**src/rtl/pts_pkg.sv**
```systemverilog
// Shared types and sizing helpers for the parallel-to-serial shift register.
package pts_pkg;

   typedef enum logic {
      IDLE  = 1'b0,
      SHIFT = 1'b1
   } pts_state_t;

   localparam int unsigned MIN_BIT_WIDTH = 2;

   // Down-counter width; never narrower than one bit.
   function automatic int unsigned cnt_width(input int unsigned w);
      return (w < MIN_BIT_WIDTH) ? 1 : 32'($clog2(w));
   endfunction

endpackage

```
**src/rtl/pts_nbit_if.sv**
```systemverilog
// Load handshake and serial output bundle between an upstream word source and pts_nbit.
interface pts_nbit_if #(
   parameter int unsigned BIT_WIDTH = 4
);
   logic [BIT_WIDTH-1:0] par_in;
   logic                 load_valid;
   logic                 load_ready;
   logic                 shift_enable;
   logic                 ser_out;
   logic                 busy;
   logic                 last_bit;

   modport master (
      output par_in, load_valid, shift_enable,
      input  load_ready, ser_out, busy, last_bit
   );

   modport slave (
      input  par_in, load_valid, shift_enable,
      output load_ready, ser_out, busy, last_bit
   );
endinterface

```
**src/rtl/pts_1bit.sv**
```systemverilog
// Single shift-register cell: parallel load beats shift beats hold.
module pts_1bit #(
   parameter bit IDLE_VAL = 1'b1
) (
   input  logic clk,
   input  logic n_rst,
   input  logic load,
   input  logic shift,
   input  logic par_bit,
   input  logic prev_bit,
   output logic q
);

   always_ff @(posedge clk or negedge n_rst) begin
      if (!n_rst)     q <= IDLE_VAL;
      else if (load)  q <= par_bit;
      else if (shift) q <= prev_bit;
   end

endmodule

```
**src/rtl/pts_nbit.sv**
```systemverilog
// Parallel-to-serial shift register with a valid/ready load port and gapless reload.
module pts_nbit
   import pts_pkg::*;
#(
   parameter int unsigned BIT_WIDTH = 4,
   parameter bit          MSB_FIRST = 1'b1,
   parameter bit          IDLE_VAL  = 1'b1
) (
   input  logic       clk,
   input  logic       n_rst,
   pts_nbit_if.slave  bus
);

   localparam int unsigned CNT_W = cnt_width(BIT_WIDTH);
   localparam logic [CNT_W-1:0] CNT_LOAD = CNT_W'(BIT_WIDTH - 1);

   pts_state_t           state, state_nxt;
   logic [CNT_W-1:0]     count, count_nxt;
   logic                 last_q, last_nxt;
   logic                 load_ready_c;
   logic                 load_c;
   logic                 shift_c;
   logic [BIT_WIDTH-1:0] q;

   always_ff @(posedge clk or negedge n_rst) begin
      if (!n_rst) begin
         state  <= IDLE;
         count  <= '0;
         last_q <= 1'b0;
      end else begin
         state  <= state_nxt;
         count  <= count_nxt;
         last_q <= last_nxt;
      end
   end

   // Final shift also fills the end cell with IDLE_VAL, so the output flop idles correctly.
   always_comb begin
      state_nxt    = state;
      count_nxt    = count;
      load_ready_c = 1'b0;
      load_c       = 1'b0;
      shift_c      = 1'b0;
      case (state)
         IDLE: begin
            load_ready_c = 1'b1;
            if (bus.load_valid) begin
               load_c    = 1'b1;
               count_nxt = CNT_LOAD;
               state_nxt = SHIFT;
            end
         end
         SHIFT: begin
            if (bus.shift_enable) begin
               if (count != '0) begin
                  shift_c   = 1'b1;
                  count_nxt = count - CNT_W'(1);
               end else begin
                  load_ready_c = 1'b1;
                  if (bus.load_valid) begin
                     load_c    = 1'b1;
                     count_nxt = CNT_LOAD;
                  end else begin
                     shift_c   = 1'b1;
                     state_nxt = IDLE;
                  end
               end
            end
         end
         default: state_nxt = IDLE;
      endcase
      last_nxt = (state_nxt == SHIFT) && (count_nxt == '0);
   end

   for (genvar i = 0; i < BIT_WIDTH; i++) begin : g_cell
      logic prev;
      if (MSB_FIRST) begin : g_msb
         if (i == 0) begin : g_end
            assign prev = IDLE_VAL;
         end else begin : g_mid
            assign prev = q[i-1];
         end
      end else begin : g_lsb
         if (i == BIT_WIDTH - 1) begin : g_end
            assign prev = IDLE_VAL;
         end else begin : g_mid
            assign prev = q[i+1];
         end
      end

      pts_1bit #(
         .IDLE_VAL (IDLE_VAL)
      ) u_cell (
         .clk      (clk),
         .n_rst    (n_rst),
         .load     (load_c),
         .shift    (shift_c),
         .par_bit  (bus.par_in[i]),
         .prev_bit (prev),
         .q        (q[i])
      );
   end

   if (MSB_FIRST) begin : g_out_msb
      assign bus.ser_out = q[BIT_WIDTH-1];
   end else begin : g_out_lsb
      assign bus.ser_out = q[0];
   end

   assign bus.load_ready = load_ready_c;
   assign bus.busy       = (state == SHIFT);
   assign bus.last_bit   = last_q;

endmodule

```
**src/flat_wrapper.sv**
```systemverilog
// flat-port wrapper written by rule: the top's interface ports become plain ports
module pts_nbit_flat import pts_pkg::*;
#(
   parameter int unsigned BIT_WIDTH = 4,
   parameter bit          MSB_FIRST = 1'b1,
   parameter bit          IDLE_VAL  = 1'b1
)
  (clk, n_rst, bus_par_in, bus_load_valid, bus_shift_enable, bus_load_ready, bus_ser_out, bus_busy, bus_last_bit);
  pts_nbit_if #(.BIT_WIDTH(BIT_WIDTH)) bus_i ();
  input  logic clk;
  input  logic n_rst;
  input wire logic [$bits(bus_i.par_in)-1:0] bus_par_in;
  input wire logic [$bits(bus_i.load_valid)-1:0] bus_load_valid;
  input wire logic [$bits(bus_i.shift_enable)-1:0] bus_shift_enable;
  output wire logic [$bits(bus_i.load_ready)-1:0] bus_load_ready;
  output wire logic [$bits(bus_i.ser_out)-1:0] bus_ser_out;
  output wire logic [$bits(bus_i.busy)-1:0] bus_busy;
  output wire logic [$bits(bus_i.last_bit)-1:0] bus_last_bit;
  assign bus_i.par_in = bus_par_in;
  assign bus_i.load_valid = bus_load_valid;
  assign bus_i.shift_enable = bus_shift_enable;
  assign bus_load_ready = bus_i.load_ready;
  assign bus_ser_out = bus_i.ser_out;
  assign bus_busy = bus_i.busy;
  assign bus_last_bit = bus_i.last_bit;
  pts_nbit #(.BIT_WIDTH(BIT_WIDTH), .MSB_FIRST(MSB_FIRST), .IDLE_VAL(IDLE_VAL)) u_core (.clk(clk), .n_rst(n_rst), .bus(bus_i));
endmodule
```
**config.mk**
```make
export PLATFORM = sky130hd
export DESIGN_NAME = pts_nbit_flat
export DESIGN_NICKNAME = d
export VERILOG_FILES = /design/src/rtl/pts_pkg.sv /design/src/rtl/pts_nbit_if.sv /design/src/rtl/pts_1bit.sv /design/src/rtl/pts_nbit.sv /design/src/flat_wrapper.sv
export SDC_FILE = /design/constraint.sdc
export NUM_CORES = 1
export LEC_CHECK = 0
export BUFFER_PORTS_ARGS = -buffer_cell sky130_fd_sc_hd__buf_2
export CAP_MARGIN = 0
export CORE_AREA = 3 3 40 42
export CTS_BUF_LIST = sky130_fd_sc_hd__clkbuf_4
export CTS_CLUSTER_SIZE = 25
export DETAILED_ROUTE_END_ITERATION = 10
export DIE_AREA = 0 0 43 45
export HOLD_SLACK_MARGIN = 0.03
export PLACE_DENSITY_LB_ADDON = 0.25
export SLEW_MARGIN = 25
export SYNTH_ARGS = -nofsm -noshare
export SYNTH_HDL_FRONTEND = slang
export SYNTH_HIERARCHICAL = 1
export SYNTH_SLANG_ARGS = --single-unit
```
**constraint.sdc**
```tcl
create_clock -name clk -period 1.97 [get_ports clk]
set_clock_uncertainty 0.15 [all_clocks]
set_input_delay 0.0985 -clock clk [delete_from_list [all_inputs] [get_ports clk]]
set_output_delay 0.0985 -clock clk [all_outputs]
set_load 0.01 [all_outputs]
```
=== Word-level counts from Yosys, hierarchy flattened ===
Cells that the tools add are included.

* Memory bits (read-only): 0
* Input bits: 8
* Logic and storage cells: 39
* Latch bits: 0
* Flip-flop bits (word level): 8
* Bits in writable memories: 0
* Memories kept: 0

* Multipliers: 0
* Shift operators: 0
* Equal/unequal tests: 0
* Reductions and logical operators: 4
* Bitwise logic cells: 1
* Multiplexer cells: 26
* $lt $le $gt $ge: 0
* Divide/modulo/power cells: 0
* Add/sub/neg operators: 1

{| class="wikitable"
|+ Operators by type and width
! operator !! number
|-
| $mux W1 || 19
|-
| $mux W2 || 3
|-
| $pmux W1 S2 || 3
|-
| $pmux W2 S2 || 1
|-
| $reduce_bool A2 Y1 || 2
|-
| $logic_not A2 Y1 || 1
|-
| $sub A2 B1 Y2 const B || 1
|-
| $logic_and A1 B1 Y1 || 1
|-
| $not A1 Y1 || 1
|}

=== Longest topological paths before layout ===
Gate-level depths: netlist (run 1).

* Depth after elaboration: 6
* Depth in mapped cells: 5
* Gate-level depth less buffers: 5

=== Cells and area by module ===
The synthesis (run 1) kept the hierarchy.

{| class="wikitable"
|+ Modules (own cells, without submodules)
! module !! area each (um^2) !! seq. area each (um^2) !! cells an instance !! instances
|-
| pts_nbit || 197.7 || 100.1 || 20 || 1
|-
| pts_1bit || 45.0 || 26.3 || 4 || 4
|}

=== Worst setup path before layout (run 1) ===
No wires, ideal clock.

* Path kind: register -> register
* From: reg u_core.state, in the netlist u_core/bus.busy
* To: reg u_core.g_cell[1].u_cell.q
* Stages on the path, launching flop included: 5
* Arrival: 1.158 ns
* Data required time: 1.735 ns
* Library setup time: 0.085 ns
* Setup slack: 0.577 ns
* Cells stage by stage: dfrtp_1 nand2_1 a21oi_1 mux2i_1 o21ai_1

* Elaborated cells between the ends (all ways): 5
* Classes of those cells: mux (3); bitwise (1); reduce/logical (1)

{| class="wikitable"
|+ RTL lines
! item !! line !! RTL
|-
| start: declaration || pts_nbit.sv:17 || <nowiki>pts_state_t state, state_nxt;</nowiki>
|-
| start signal: assignment || pts_nbit.sv:31 || <nowiki>state <= state_nxt;</nowiki>
|-
| $mux W1 || pts_nbit.sv:44 || <nowiki>case (state)</nowiki>
|-
| named net u_core.shift_c || pts_nbit.sv:22 || <nowiki>logic shift_c;</nowiki>
|-
| $reduce_bool A2 Y1 (no source line) || -- ||
|-
| end signal: assignment || pts_1bit.sv:16 || <nowiki>else if (load) q <= par_bit;</nowiki>
|-
| end signal: assignment || pts_1bit.sv:17 || <nowiki>else if (shift) q <= prev_bit;</nowiki>
|-
| end: declaration || pts_1bit.sv:11 || <nowiki>output logic q</nowiki>
|}

The timed path passes the listed nets, and every way through them passes these cells.
A chain may end at the register's enable or synchronous reset.

=== Worst setup path after layout (run 1) ===
* From: in bus_shift_enable
* To: reg u_core.g_cell[2].u_cell.q

* Longest elaborated chain between the ends: 3
* Elaborated cells between the ends (all ways): 6
* Classes of those cells: mux (5); reduce/logical (1)

{| class="wikitable"
|+ RTL lines
! item !! line !! RTL
|-
| start: declaration || flat_wrapper.sv:14 || <nowiki>input wire logic [$bits(bus_i.shift_enable)-1:0] bus_shift_enable;</nowiki>
|-
| $mux W1 || pts_nbit.sv:54 || <nowiki>if (bus.shift_enable) begin</nowiki>
|-
| $mux W1 || pts_nbit.sv:44 ||
|-
| named net u_core.shift_c || pts_nbit.sv:22 ||
|-
| $reduce_bool A2 Y1 (no source line) || -- ||
|-
| end signal: assignment || pts_1bit.sv:16 ||
|-
| end signal: assignment || pts_1bit.sv:17 ||
|-
| end: declaration || pts_1bit.sv:11 ||
|}

The timed path passes the listed nets, and every way through them passes these cells.

==> results.md, run 1 <==
* Die X at around 43 um
* Unrepaired setup endpoints after global routing: no
* Clock sinks at 8
* Seq cells post-synth at 8
* Worst-Margin Slew at ~0.54 ns
* Final worst path period share at 0.787
* Pint at 496 uW
* Port Buffers at 11
* Asr flop ratio synth at 1.00
* Ports at 12
* Clock share of power at 0.196
* Sequential share of power at 0.442
* Share of layout cells above drive strength 1 at 0.362
* Crit path required time at 1.99 ns
* R2r startpoint: u_core/bus.busy
* Max cap viols at 0
* 1st-pass router iterations at 2
* Fin crit period at around 1.6 ns
* Top-count cell post-synth: nand2_1
* GP Congestion at between 0.7 and 0.8
* Post-Layout Cell Count at 73
* All-layer global routing usage at 0.0944
* Detailed-route via count at roughly 320
* Remaining global-route overflow at 0
* Diode count at 0
* Hold_ws at around 0.060 ns
* Crit path kind: primary input to flip-flop
* First-pass GRT wire length at 1260 um
* Avg Inst Size Synth at roughly 10 um^2
* Vias in the first global route at between 200 and 300
* Yosys top cell area share at 0.278
* # nets final at 67
* CTS tree: done
* Most frequent cells after synthesis: nand2_1, dfrtp_1, dfstp_2, mux2i_1, o21ai_1
* Syn Nets at 44
* FMAX at roughly 640 MHz
* TritonCTS buffer count at 3
* CP Launch Type: primary input
* Register-to-register path setup slack at roughly 0.45 ns
* Dominant cells by area after synthesis: dfstp_2, dfrtp_1, mux2i_1
* Maximum root-to-sink buffer count at 2
* Mapped cell area at around 380 um^2
* Die H at 45 um
* CP Max Fanout at 4
* Worst setup EP type: flip-flop
* Inst Count DP at 62
* CP arrival at between 1.5 and 2 ns
* Peak VDD IR at 712 uV
* Initial antenna violation count at 0
* Setup TNS at 0 ns
* Layout fillers at 130
* Remaining antenna violation count at 0
* Worst hold path class: primary input to asynchronous set/reset pin
* Seq/Total Area, Yosys at 0.543
* Slew HR at 0.640
* Met1 WL at about 380 um
* Mapped Cells at 36
* Worst-path clk slew at around 0.06 ns
* Status: finished clean
* Skew-Pair Late Insertion Delay at 0.25 ns
* Sw Pwr at roughly 240 uW
* EDFF count, synth at 0
* Die ar. at around 1900 um^2
* Reg2reg end: u_core/g_cell[2].u_cell/q
* Final setup violating endpoints at 0
* Comb pwr share at 0.362
* Reg2reg path depth at 4
* Drt wl/cell at ~10 um
* Detailed Route WL at 748 um
* # rows at 13
* Prevailing post-synth register cell: dfstp_2
* Core area at 1280 um^2
* Vias per Instance at between 4 and 5
* Pwr Density at roughly 1300 nW/um^2
* Initial DRC count at 5
* Synth warnings at 6
* Area grow syn2layout at 46.0%
* P_leak at approximately 0.26 nW
* Yosys cell types at 18
* Max-slew violations at 0
* Initial core utilization at 0.294
* Fin. Hold Viols at 0
* H-Tree Depth at 1
* Top Metal Used: met3
* Largest net degree at the start of global routing at 9
* DRC at 0
* Clock root buffer: clkbuf_4
* Synth area leader: dfstp_2
* Sw frac at 0.331
* WL met3 at about 76 um
* WL met2 at a little under 300 um
## state kept, by name, summed over array words and instances, names as in the netlist
register                count
u_core/bus.busy             1
u_core/bus.last_bit         1
u_core/count                2
u_core/g_cell.u_cell/q      4
## cell families after synthesis
logic type / synth area share
AND/OR/NAND/NOR: 0.166
AO/OA/AOI/OAI: 0.142
flip-flops: 0.543
multiplexers: 0.106
XOR/XNOR: 0.0232
buffers and inverters: 0.00992
other: 0.00992
## cell type report
cell class / count / area, um^2 / area share
Inverter: 1 / 3.75 / 0.00680
Clock buffer: 4 / 30.0 / 0.0544
Sequential cell: 8 / 205 / 0.372
Multi-Input combinational cell: 27 / 169 / 0.306
Tap cell: 15 / 18.8 / 0.0340
Timing Repair Buffer: 18 / 125 / 0.227
## power groups by stage
| stage | combinational [mW] | clock [mW] | sequential [mW] |
|---|---|---|---|
| after global placement | 0.256 | 0 | 0.331 |
| after global routing | 0.307 | 0.163 | 0.337 |
| after CTS | 0.272 | 0.153 | 0.327 |
| after detailed placement | 0.260 | 0 | 0.329 |
| final | 0.268 | 0.145 | 0.327 |
| after floorplan | 0.176 | 0 | 0.330 |
## cells in the final DEF, fill, tap and decap left out, types with 2 or more instances in the layout
| cell | instances |
|---|---|
| mux2i_1 | 4 |
| o21ai_1 | 4 |
| nor2_1 | 2 |
| buf_2 | 11 |
| clkbuf_4 | 4 |
| dlygate4sd3_1 | 7 |
| dfstp_2 | 4 |
| nand2_1 | 6 |
| dfrtp_1 | 4 |
## metal layers
metal  up-vias  GRT usage
li1        170          -
met1       141      0.110
met2        12      0.126
met3         0     0.0797
met4         0     0.0361
met5         -          0
## worst max-delay path, cell delays in order
cell and delay (ns):
dlygate4sd3_1 0.51, buf_2 0.15, nand2_1 0.06, a21oi_1 0.44
mux2i_1 0.24, o21ai_1 0.07
## timing repair
action / CTS / global route
hold buffers: 7 / 0
buffers inserted: 0 / 0
gates resized for setup: 0 / 0
hold endpoints to repair: 14 / 0
## how the worst max path moves through the flow
stage          slack (ns)                   endpoint             start  depth (start not counted)
2_1_floorplan        0.58  u_core/g_cell[1].u_cell/q   u_core/bus.busy                          4
3_3_place_gp         0.49  u_core/g_cell[2].u_cell/q   u_core/bus.busy                          4
3_5_place_dp         0.46  u_core/g_cell[3].u_cell/q   u_core/bus.busy                          4
4_1_cts              0.43  u_core/g_cell[2].u_cell/q  bus_shift_enable                          6
5_1_grt              0.28  u_core/g_cell[3].u_cell/q   u_core/bus.busy                          4
6_report             0.42  u_core/g_cell[2].u_cell/q  bus_shift_enable                          6
## metrics by stage
| stage | worst slack [ns] | instance area, um^2 | util | power [mW] |
|---|---|---|---|---|
| finish | 0.419 | 552 | 0.429 | 0.740 |
| global route | 0.283 | 552 | 0.429 | 0.806 |
| CTS | 0.425 | 552 | 0.429 | 0.752 |
| detailed placement | 0.458 | 452 | 0.352 | 0.589 |
| global placement | 0.487 | 452 | 0.352 | 0.586 |
| floorplan | 0.577 | 378 | - | 0.506 |
No activity file was read; power rests on OpenSTA's default activity.
==> run 2, diff against run 1 <==
Clock period 1.97 ns to 1.3 ns, I/O delays scaled along.
==> results.md, run 2 (same netlist as run 1, synthesis figures left out) <==
* Setup TNS at -0.0718 ns
* H-Tree Depth at 1
* Pint at a little over 900 uW
* Hold EP: u_core/count[0]
* Die ar. at around 1900 um^2
* Post-Layout Cell Count at 80
* CTS tree: done
* 1st-pass router iterations at 4
* Multi-input logic area at between 200 and 250 um^2
* Comb pwr share at 0.469
* Die X at approximately 43 um
* Clock share of power at 0.168
* Reg area at 206 um^2
* Largest net degree at the start of global routing at 9
* CP arrival at about 1.2 ns
* Drt wl/cell at 12.2 um
* Register-to-register path setup slack at 0 ns
* Core area at ~1300 um^2
* TritonCTS buffer count at 3
* Remaining global-route overflow at 0
* Clock sinks at 8
* FMAX at approximately 730 MHz
* Worst setup EP type: primary output
* Most flops, register: u_core/g_cell.u_cell/q
* Worst-path clk slew at 0.06 ns
* # rows at 13
* Dpl hpwl at between 600 and 700 um
* Maximum root-to-sink buffer count at 2
* DRC at 0
* # nets final at 74
* Largest register FFs at 4
* Fin. Hold Viols at 0
* Most common cell after layout, fill and taps aside: buf_2
* Ports at 12
* Vias per Instance at around 4.7
* Clock root buffer: clkbuf_4
* Unrepaired setup endpoints after global routing: yes
* Most frequent cells in the layout: buf_2, dlygate4sd3_1, buf_4, nand2_1
* Initial DRC count at 4
* Crit path kind: flip-flop to primary output
* Max cap viols at 0
* Final setup violating endpoints at 2
* Status: finished with violations
* Final worst path period share at 1.05
* Sw Pwr at roughly 470 uW
* Sequential share of power at 0.364
* Failing checks: setup timing
* Skew-Pair Late Insertion Delay at 0.26 ns
* Reg2reg path depth at 5
* Layout fillers at 126
* Detailed Route WL at between 900 and 1000 um
* HP Start: bus_shift_enable
* Pwr Density at between 2000 and 2500 nW/um^2
* Reg2reg end: u_core/g_cell[2].u_cell/q
* Inst Count DP at 65
* Area grow syn2layout at 71.9%
* CP Launch Type: flip-flop
* Initial antenna violation count at 0
* P_leak at slightly below 0.3 nW
* Biggest regs: u_core/g_cell.u_cell/q x4, u_core/count x2
* Vias in the first global route at 393
* Initial core utilization at 0.294
* Peak VDD IR at slightly above 1000 uV
* Remaining antenna violation count at 0
* WHS Path Cells at 3
* Crit path required time at about 1.1 ns
* Port Buffers at 11
* Detailed-route via count at 379
* Diode count at 0
* Max-slew violations at 0
* CP Max Fanout at 2
* GP Congestion at ~0.73
* Final WS setup at -0.0678 ns
* Sw frac at 0.339
* First-pass GRT wire length at between 1500 and 2000 um
* All-layer global routing usage at 0.122
* Worst hold path class: primary input to flip-flop
* Die H at 45 um
* Fin crit period at 1.37 ns
* Share of layout cells above drive strength 1 at 0.492
* R2r startpoint: u_core/count[0]
-- run 2: critical path: stages (launching register included) --
cell      delay, ns
dfrtp_1        0.39
nand2b_4       0.16
o21ai_4        0.14
buf_6          0.12
buf_6          0.09
-- run 2: worst max-delay path by stage --
stage | start | end | slack [ns] | cells past startpoint
after floorplan | u_core/count[0] | u_core/g_cell[0].u_cell/q | 0.003 | 5
after global placement | u_core/count[1] | u_core/g_cell[2].u_cell/q | 0.007 | 4
after detailed placement | u_core/count[1] | u_core/g_cell[2].u_cell/q | -0.02 | 4
after CTS | u_core/count[0] | bus_load_ready | -0.11 | 4
after global routing | u_core/count[0] | bus_load_ready | -0.13 | 4
final | u_core/count[0] | bus_load_ready | -0.07 | 4
-- run 2: repair_timing --
action | 4_1_cts | 5_1_grt
setup endpoints to repair | 5 | 5
setup buffers | 3 | 1
gates resized for setup | 2 | 7
hold buffers | 8 | 0
pin swaps | 3 | 2
hold endpoints to repair | 14 | 0
-- run 2: through the flow --
step / util / worst slack, ns / total power, mW / cell area (um^2) / hold slack, ns
floorplan: - / 0.00350 / 0.776 / 383 / -0.381
global placement: 0.373 / 0.00669 / 0.946 / 479 / -0.230
detailed placement: 0.373 / -0.0249 / 0.964 / 479 / -0.240
CTS: 0.482 / -0.107 / 1.29 / 619 / 0.0611
global route: 0.505 / -0.128 / 1.47 / 649 / 0.0624
finish: 0.505 / -0.0678 / 1.37 / 649 / 0.0575
-- run 2: final cells by class --
class / instances / area share
Clock buffer: 4 / 0.0462
Timing Repair Buffer: 25 / 0.293
Sequential cell: 8 / 0.318
Tap cell: 15 / 0.0289
Multi-Input combinational cell: 27 / 0.308
Inverter: 1 / 0.00578
-- run 2: power by group through the flow --
stage	sequential [mW]	combinational, mW	clock, mW
global placement	0.482	0.463	0
detailed placement	0.488	0.476	0
CTS	0.481	0.573	0.235
finish	0.499	0.644	0.230
global route	0.517	0.697	0.260
floorplan	0.501	0.275	0
-- run 2: metal layers --
| metal | vias to the layer above | routed length (um) | track usage |
|---|---|---|---|
| met1 | 184 | 375 | 0.122 |
| li1 | 180 | - | - |
| met5 | - | 0 | 0 |
| met3 | 5 | 65 | 0.0598 |
| met2 | 10 | 514 | 0.207 |
| met4 | 0 | 21 | 0.0723 |
